--- config.mk ---
export PLATFORM = sky130hd
export DESIGN_NAME = leb128_reader
export DESIGN_NICKNAME = d
export VERILOG_FILES = /design/src/rtl/leb128_reader.sv
export SDC_FILE = /design/constraint.sdc
export NUM_CORES = 1
export LEC_CHECK = 0
export BUFFER_PORTS_ARGS = -buffer_cell sky130_fd_sc_hd__buf_4
export CORE_MARGIN = 2
export CORE_UTILIZATION = 28
export CTS_CLUSTER_DIAMETER = 200
export CTS_CLUSTER_SIZE = 14
export DETAILED_ROUTE_END_ITERATION = 10
export SLEW_MARGIN = 20
export SYNTH_ARGS = -nofsm -noshare
export SYNTH_HDL_FRONTEND = slang
export SYNTH_SLANG_ARGS = --single-unit
--- constraint.sdc ---
create_clock -name clk -period 6.2 [get_ports clk]
set_clock_uncertainty 0.05 [all_clocks]
set_input_delay 0.31 -clock clk [delete_from_list [all_inputs] [get_ports clk]]
set_output_delay 0.31 -clock clk [all_outputs]
set_load 0.01 [all_outputs]
--- src/rtl/leb128_reader.sv ---
// LEB128 integer reader (ULEB128/SLEB128, up to 32 bits) acting as initiator on a byte-wide ROM port.
// Returns the decoded value and the address just past the encoding, or an error pulse.
//
//   state  | meaning
//   S_IDLE | waiting for start; outputs held
//   S_REQ  | rom_read_en high, address stable, timeout running
//   S_GAP  | one cycle with rom_read_en low between byte fetches
//   S_FIN  | done or error pulse cycle, then back to idle
module leb128_reader #(
   parameter int ADDR_W    = 32,
   parameter int MAX_BYTES = 5,
   parameter int TIMEOUT   = 255
) (
   input  logic              clk,
   input  logic              rst_n,
   input  logic              start_i,
   input  logic [ADDR_W-1:0] start_addr_i,
   input  logic              signed_mode_i,
   output logic              busy_o,
   output logic              done_o,
   output logic              error_o,
   output logic [31:0]       value_o,
   output logic [ADDR_W-1:0] next_addr_o,
   output logic [ADDR_W-1:0] rom_addr_o,
   output logic              rom_read_en_o,
   input  logic [7:0]        rom_data_i,
   input  logic              rom_ready_i
);

   localparam int IDX_W = $clog2(MAX_BYTES + 1);
   localparam int TMO_W = $clog2(TIMEOUT + 1);
   localparam int SH_W  = $clog2(7 * MAX_BYTES + 1);

   typedef enum logic [1:0] {S_IDLE, S_REQ, S_GAP, S_FIN} state_t;

   state_t            state_q, state_d;
   logic [ADDR_W-1:0] rom_addr_q, rom_addr_d;
   logic [ADDR_W-1:0] next_addr_q, next_addr_d;
   logic [31:0]       value_q, value_d;
   logic [31:0]       acc_q, acc_d;
   logic [IDX_W-1:0]  idx_q, idx_d;
   logic [SH_W-1:0]   sh_q, sh_d;
   logic [TMO_W-1:0]  tmo_q, tmo_d;
   logic              signed_q, signed_d;
   logic              done_q, done_d;
   logic              error_q, error_d;

   logic [31:0]       chunk;
   logic [31:0]       acc_sum;
   logic [31:0]       ext_mask;
   logic [SH_W-1:0]   sh_new;
   logic              last_byte;
   logic              bad_last;

   always_comb begin
      chunk    = 32'(rom_data_i[6:0]) << sh_q;
      acc_sum  = acc_q | chunk;
      sh_new   = sh_q + SH_W'(7);
      ext_mask = '0;
      if (signed_q && rom_data_i[6] && (sh_new < SH_W'(32))) begin
         ext_mask = 32'hFFFF_FFFF << sh_new;
      end
      last_byte = (idx_q == IDX_W'(MAX_BYTES - 1));
      // On the final byte only the bits that still fit in 32 may carry information.
      bad_last  = last_byte &&
                  (rom_data_i[7] ||
                   (signed_q ? (rom_data_i[6:4] != {3{rom_data_i[3]}})
                             : (rom_data_i[6:4] != 3'b000)));
   end

   always_comb begin
      state_d     = state_q;
      rom_addr_d  = rom_addr_q;
      next_addr_d = next_addr_q;
      value_d     = value_q;
      acc_d       = acc_q;
      idx_d       = idx_q;
      sh_d        = sh_q;
      tmo_d       = tmo_q;
      signed_d    = signed_q;
      done_d      = 1'b0;
      error_d     = 1'b0;

      case (state_q)
         S_IDLE: begin
            if (start_i) begin
               rom_addr_d = start_addr_i;
               signed_d   = signed_mode_i;
               acc_d      = '0;
               idx_d      = '0;
               sh_d       = '0;
               tmo_d      = TMO_W'(TIMEOUT - 1);
               state_d    = S_REQ;
            end
         end
         S_REQ: begin
            if (rom_ready_i) begin
               rom_addr_d = rom_addr_q + ADDR_W'(1);
               idx_d      = idx_q + IDX_W'(1);
               sh_d       = sh_new;
               acc_d      = acc_sum;
               tmo_d      = TMO_W'(TIMEOUT - 1);
               if (bad_last) begin
                  error_d     = 1'b1;
                  value_d     = '0;
                  next_addr_d = rom_addr_q + ADDR_W'(1);
                  state_d     = S_FIN;
               end else if (!rom_data_i[7]) begin
                  done_d      = 1'b1;
                  value_d     = acc_sum | ext_mask;
                  next_addr_d = rom_addr_q + ADDR_W'(1);
                  state_d     = S_FIN;
               end else begin
                  state_d = S_GAP;
               end
            end else if (tmo_q == '0) begin
               error_d     = 1'b1;
               value_d     = '0;
               next_addr_d = rom_addr_q;
               state_d     = S_FIN;
            end else begin
               tmo_d = tmo_q - TMO_W'(1);
            end
         end
         S_GAP: begin
            tmo_d   = TMO_W'(TIMEOUT - 1);
            state_d = S_REQ;
         end
         S_FIN: begin
            state_d = S_IDLE;
         end
         default: begin
            state_d = S_IDLE;
         end
      endcase
   end

   always_ff @(posedge clk or negedge rst_n) begin
      if (!rst_n) begin
         state_q     <= S_IDLE;
         rom_addr_q  <= '0;
         next_addr_q <= '0;
         value_q     <= '0;
         acc_q       <= '0;
         idx_q       <= '0;
         sh_q        <= '0;
         tmo_q       <= '0;
         signed_q    <= 1'b0;
         done_q      <= 1'b0;
         error_q     <= 1'b0;
      end else begin
         state_q     <= state_d;
         rom_addr_q  <= rom_addr_d;
         next_addr_q <= next_addr_d;
         value_q     <= value_d;
         acc_q       <= acc_d;
         idx_q       <= idx_d;
         sh_q        <= sh_d;
         tmo_q       <= tmo_d;
         signed_q    <= signed_d;
         done_q      <= done_d;
         error_q     <= error_d;
      end
   end

   assign busy_o        = (state_q != S_IDLE);
   assign rom_read_en_o = (state_q == S_REQ);
   assign done_o        = done_q;
   assign error_o       = error_q;
   assign value_o       = value_q;
   assign next_addr_o   = next_addr_q;
   assign rom_addr_o    = rom_addr_q;

endmodule

==> impl_metrics.py <==
metrics = {
    "setup_path": {
        "worstReg2RegStart": "sh_q[1]",
        "worst-path-stages": 7,
        "worst_setup_path_start_kind": "register",
        "path_delay_family": "compound AO/OA/AOI/OAI gates",
        "worst_ep_arrival_time_ps": 3490,
        "critPathRequiredTime_ps": 6450,
        "critical_path.n_buffers_inverters": 1,
        "crit_path_top_delay_cell": "sky130_fd_sc_hd__dfrtp_1",
        "timing.reg2reg.worst_path_depth": 7,
        "crit_path_end": "value_o[23]",
        "startpoint": "sh_q[1]",
        "cp_slowest_stage_delay_ps": 860,
        "timing.critical_path.to_type": "register",
        "worstSetupPathType": "register to register",
        "crit_chain": "inv_1, ha_1, nor2b_1, nor3_1, o21ai_0, a221oi_1, o21ai_1",
        "rrSetupSlack_ps": 2950,
        "crit_path_max_fanout": 24,
        "crit_reg_reg_endpoint": "value_o[23]",
    },
    "status": {
        "outcome": "finished clean",
    },
    "floorplanning": {
        "initial_utilization_pct": 28.3,
        "num_rows": 63,
        "io-pin-count": 145,
        "fp.dieW_um": 177,
        "floorplan.core_area_um2": 29500,
        "design.die.area_um2": 31200,
        "die-height_um": 177,
    },
    "pwr": {
        "power_per_cell_area_nw_per_um2": 533,
        "power.clock.fraction_pct": 17.8,
        "internal-power_mw": 2.95,
        "power.leakage_nw": 4.29,
        "total_power_mw": 5.46,
        "netSwitchingFraction_pct": 45.9,
        "p_comb_share_pct": 47.7,
        "sequentialPowerShare_pct": 34.5,
        "power.ir.vdd_worst_v": 0.000215,
        "total_switching_power_mw": 2.50,
    },
    "layout": {
        "layout.nets": 1089,
        "finished_layout_cell_area_um2": 10200,
        "drive_gt1_share_pct": 21.0,
        "final_cell_count_no_fill": 1438,
        "n_antenna_cell": 0,
        "layout-area-overhead-vs-synth_pct": 22.7,
        "layout.filler_cells": 3043,
    },
    "global_routing": {
        "grt_first_pass_wirelength_mm": 42.9,
        "antenna_violations_before_repair": 0,
        "grt_pass1_vias": 7246,
        "grt_total_usage_pct": 17.7,
        "largest_net_degree_at_the_start_of_global_routing": 86,
        "globalRoute.totalOverflow": 0,
    },
    "clocking": {
        "cts_made_buffers": 17,
        "htreeDepth": 4,
        "buffer_depth_of_the_longest_clock_path": 2,
        "post-cts-setup-buffers": 0,
        "insertion_delay_ps": 430,
        "post_cts_resize_count": 0,
        "tritoncts_clock_tree": "built",
        "cts_root_buf": "sky130_fd_sc_hd__clkbuf_16",
        "clk_transition_reported_paths_ps": 60,
        "sinks_on_the_clock_net": 150,
    },
    "timing": {
        "setup_viol_count_final": 0,
        "period_minus_slack_ps": 3250,
        "grt_setup_unrepaired": "false",
        "finalMaxSlewViolations": 0,
        "fin_tns_setup_ps": 0,
        "worst-slew-pin-transition_ps": 1050,
        "period_share_pct": 52.3,
        "timing_hold_violations_final": 0,
        "worst_slew_margin_rel_pct": 28.3,
        "clock.fmax_ghz": 0.308,
    },
    "synth": {
        "synth.most_common_cell": "sky130_fd_sc_hd__dfrtp_1",
        "yosys-top-cells-count": "sky130_fd_sc_hd__dfrtp_1 (150), sky130_fd_sc_hd__nand2_1 (108), sky130_fd_sc_hd__nor2_1 (86)",
        "syn_avg_cell_area_um2": 8.97,
        "syn_inst": 930,
        "ys_seq_elements": 150,
        "synth_area_um2": 8350,
        "synth_area_leaders": "sky130_fd_sc_hd__dfrtp_1 (45%), sky130_fd_sc_hd__nand2_1 (4.9%), sky130_fd_sc_hd__nor2_1 (3.9%)",
        "synthesis.nets": 984,
        "synth_top_area_share_pct": 45.0,
        "ys_async_sr_fraction_pct": 100,
        "synthFlopType": "sky130_fd_sc_hd__dfrtp_1",
        "synth_cell_types": 77,
        "count_of_flip_flops_with_a_built_in_enable_after_synthesis": 0,
        "yosys.area.top_type": "sky130_fd_sc_hd__dfrtp_1",
        "synth.yosys.warnings": 0,
        "seq_area_frac_synth_pct": 45.0,
    },
    "drt": {
        "routed_via_density": 5.37,
        "drc": 0,
        "postRouteAntennaNets": 0,
        "routedWlPerCell_um": 19.2,
        "first_pass_iters": 6,
        "detailroute.via_count": 7727,
        "routed_wl_mm": 27.7,
        "dr.first_iter.drc_count": 716,
    },
    "place": {
        "place.port_buffers": 144,
        "post_dp_cell_area_um2": 9700,
        "place_hpwl_mm": 19.0,
        "gp_routability_congestion": 0.875,
        "place_inst": 1405,
    },
    "hold_path": {
        "startpoint_of_the_most_critical_hold_path": "signed_mode_i",
        "worst_hold_path_type": "input pin to register",
        "hold_depth": 3,
    },
    "job": {
        "drv.max_cap_violation_count": 0,
    },
}
==> final cells by class <==
cell class / instances / area, um^2 / area share [%]
inverters: 18 / 68.8 / 0.672
repair buffers: 155 / 1170 / 11.4
flip-flops and latches: 150 / 3750 / 36.6
clock inverters: 13 / 101 / 0.989
clock buffers: 19 / 433 / 4.23
well taps: 390 / 488 / 4.76
multi-input cells: 693 / 4230 / 41.3
==> metal layers <==
metal	up-vias	GRT usage [%]	share of wire, %
met3	29	3.61	7.2
met2	327	28.2	46
met1	3759	24.7	45
met5	-	0	0
met4	0	4.20	1.2
li1	3612	-	-
==> cells in the final DEF, fill, tap and decap left out, types with 13 or more instances in the layout <==
cell type | netlist | routed
sky130_fd_sc_hd__nor2_1 | 86 | 85
sky130_fd_sc_hd__clkbuf_16 | 0 | 17
sky130_fd_sc_hd__o211ai_1 | 13 | 13
sky130_fd_sc_hd__nor3_1 | 20 | 20
sky130_fd_sc_hd__a31oi_1 | 16 | 16
sky130_fd_sc_hd__o21ai_1 | 24 | 24
sky130_fd_sc_hd__a211oi_1 | 15 | 15
sky130_fd_sc_hd__inv_1 | 16 | 16
sky130_fd_sc_hd__nand2_1 | 108 | 108
sky130_fd_sc_hd__a21oi_1 | 63 | 63
sky130_fd_sc_hd__nand3_1 | 30 | 30
sky130_fd_sc_hd__nand4_1 | 18 | 18
sky130_fd_sc_hd__dfrtp_1 | 150 | 150
sky130_fd_sc_hd__buf_4 | 1 | 153
sky130_fd_sc_hd__o21ai_0 | 62 | 62
sky130_fd_sc_hd__xor2_1 | 28 | 28
==> what timing repair did <==
action,in CTS,in global routing
endpoints found under the hold margin,84,0
setup endpoints to repair,0,0
hold buffers,1,0
==> tightest hold or removal path, delay by kind of cell <==
family	cells	cell delay [ps]
AND/OR/NAND/NOR	2	90
buffers and inverters	1	80
==> power groups by stage <==
stage                     logic [mW]  registers, mW  clock network (mW)
after global routing            2.86           1.95                1.04
after CTS                       2.61           1.88               0.987
final                           2.60           1.88               0.971
after global placement          2.56           1.88                   0
after detailed placement        2.59           1.89                   0
after floorplan                 1.61           1.78                   0
==> per-stage QoR <==
step | worst slack [ps] | hold slack (ps) | util, %
2_1_floorplan | 3740 | -35.6 | -
3_3_place_gp | 3060 | 399 | 32.9
3_5_place_dp | 3040 | 395 | 32.9
4_1_cts | 2990 | 38.0 | 34.7
5_1_grt | 2750 | 63.7 | 34.7
6_report | 2950 | 39.3 | 34.7
==> sequential cells by signal, indices dropped and copies added (netlist names) <==
signal       cells
acc_q           32
next_addr_o     32
rom_addr_o      32
value_o         32
tmo_q            8
sh_q             6
idx_q            3
state_q          2
done_o           1
error_o          1
signed_q         1
==> how the worst min path moves through the flow <==
stage / to / slack (ps)
global route: signed_q / 60
floorplan: acc_q[0] / -40
CTS: signed_q / 40
global placement: next_addr_o[14] / 400
detailed placement: next_addr_o[14] / 400
finish: signed_q / 40
==> cell families (layout without fill, tap and decap cells) <==
| kind of cell | Yosys count | count (layout) | share of synthesized area, % |
|---|---|---|---|
| AND/OR/NAND/NOR | 340 | 340 | 20.1 |
| AO/OA/AOI/OAI | 293 | 293 | 23.1 |
| flip-flops | 150 | 150 | 45.0 |
| buffers and inverters | 87 | 205 | 4.47 |
| XOR/XNOR | 36 | 36 | 3.78 |
| multiplexers | 15 | 15 | 2.22 |
| adder cells (fa/ha/maj) | 9 | 9 | 1.35 |
No activity file was read; power rests on OpenSTA's default activity.
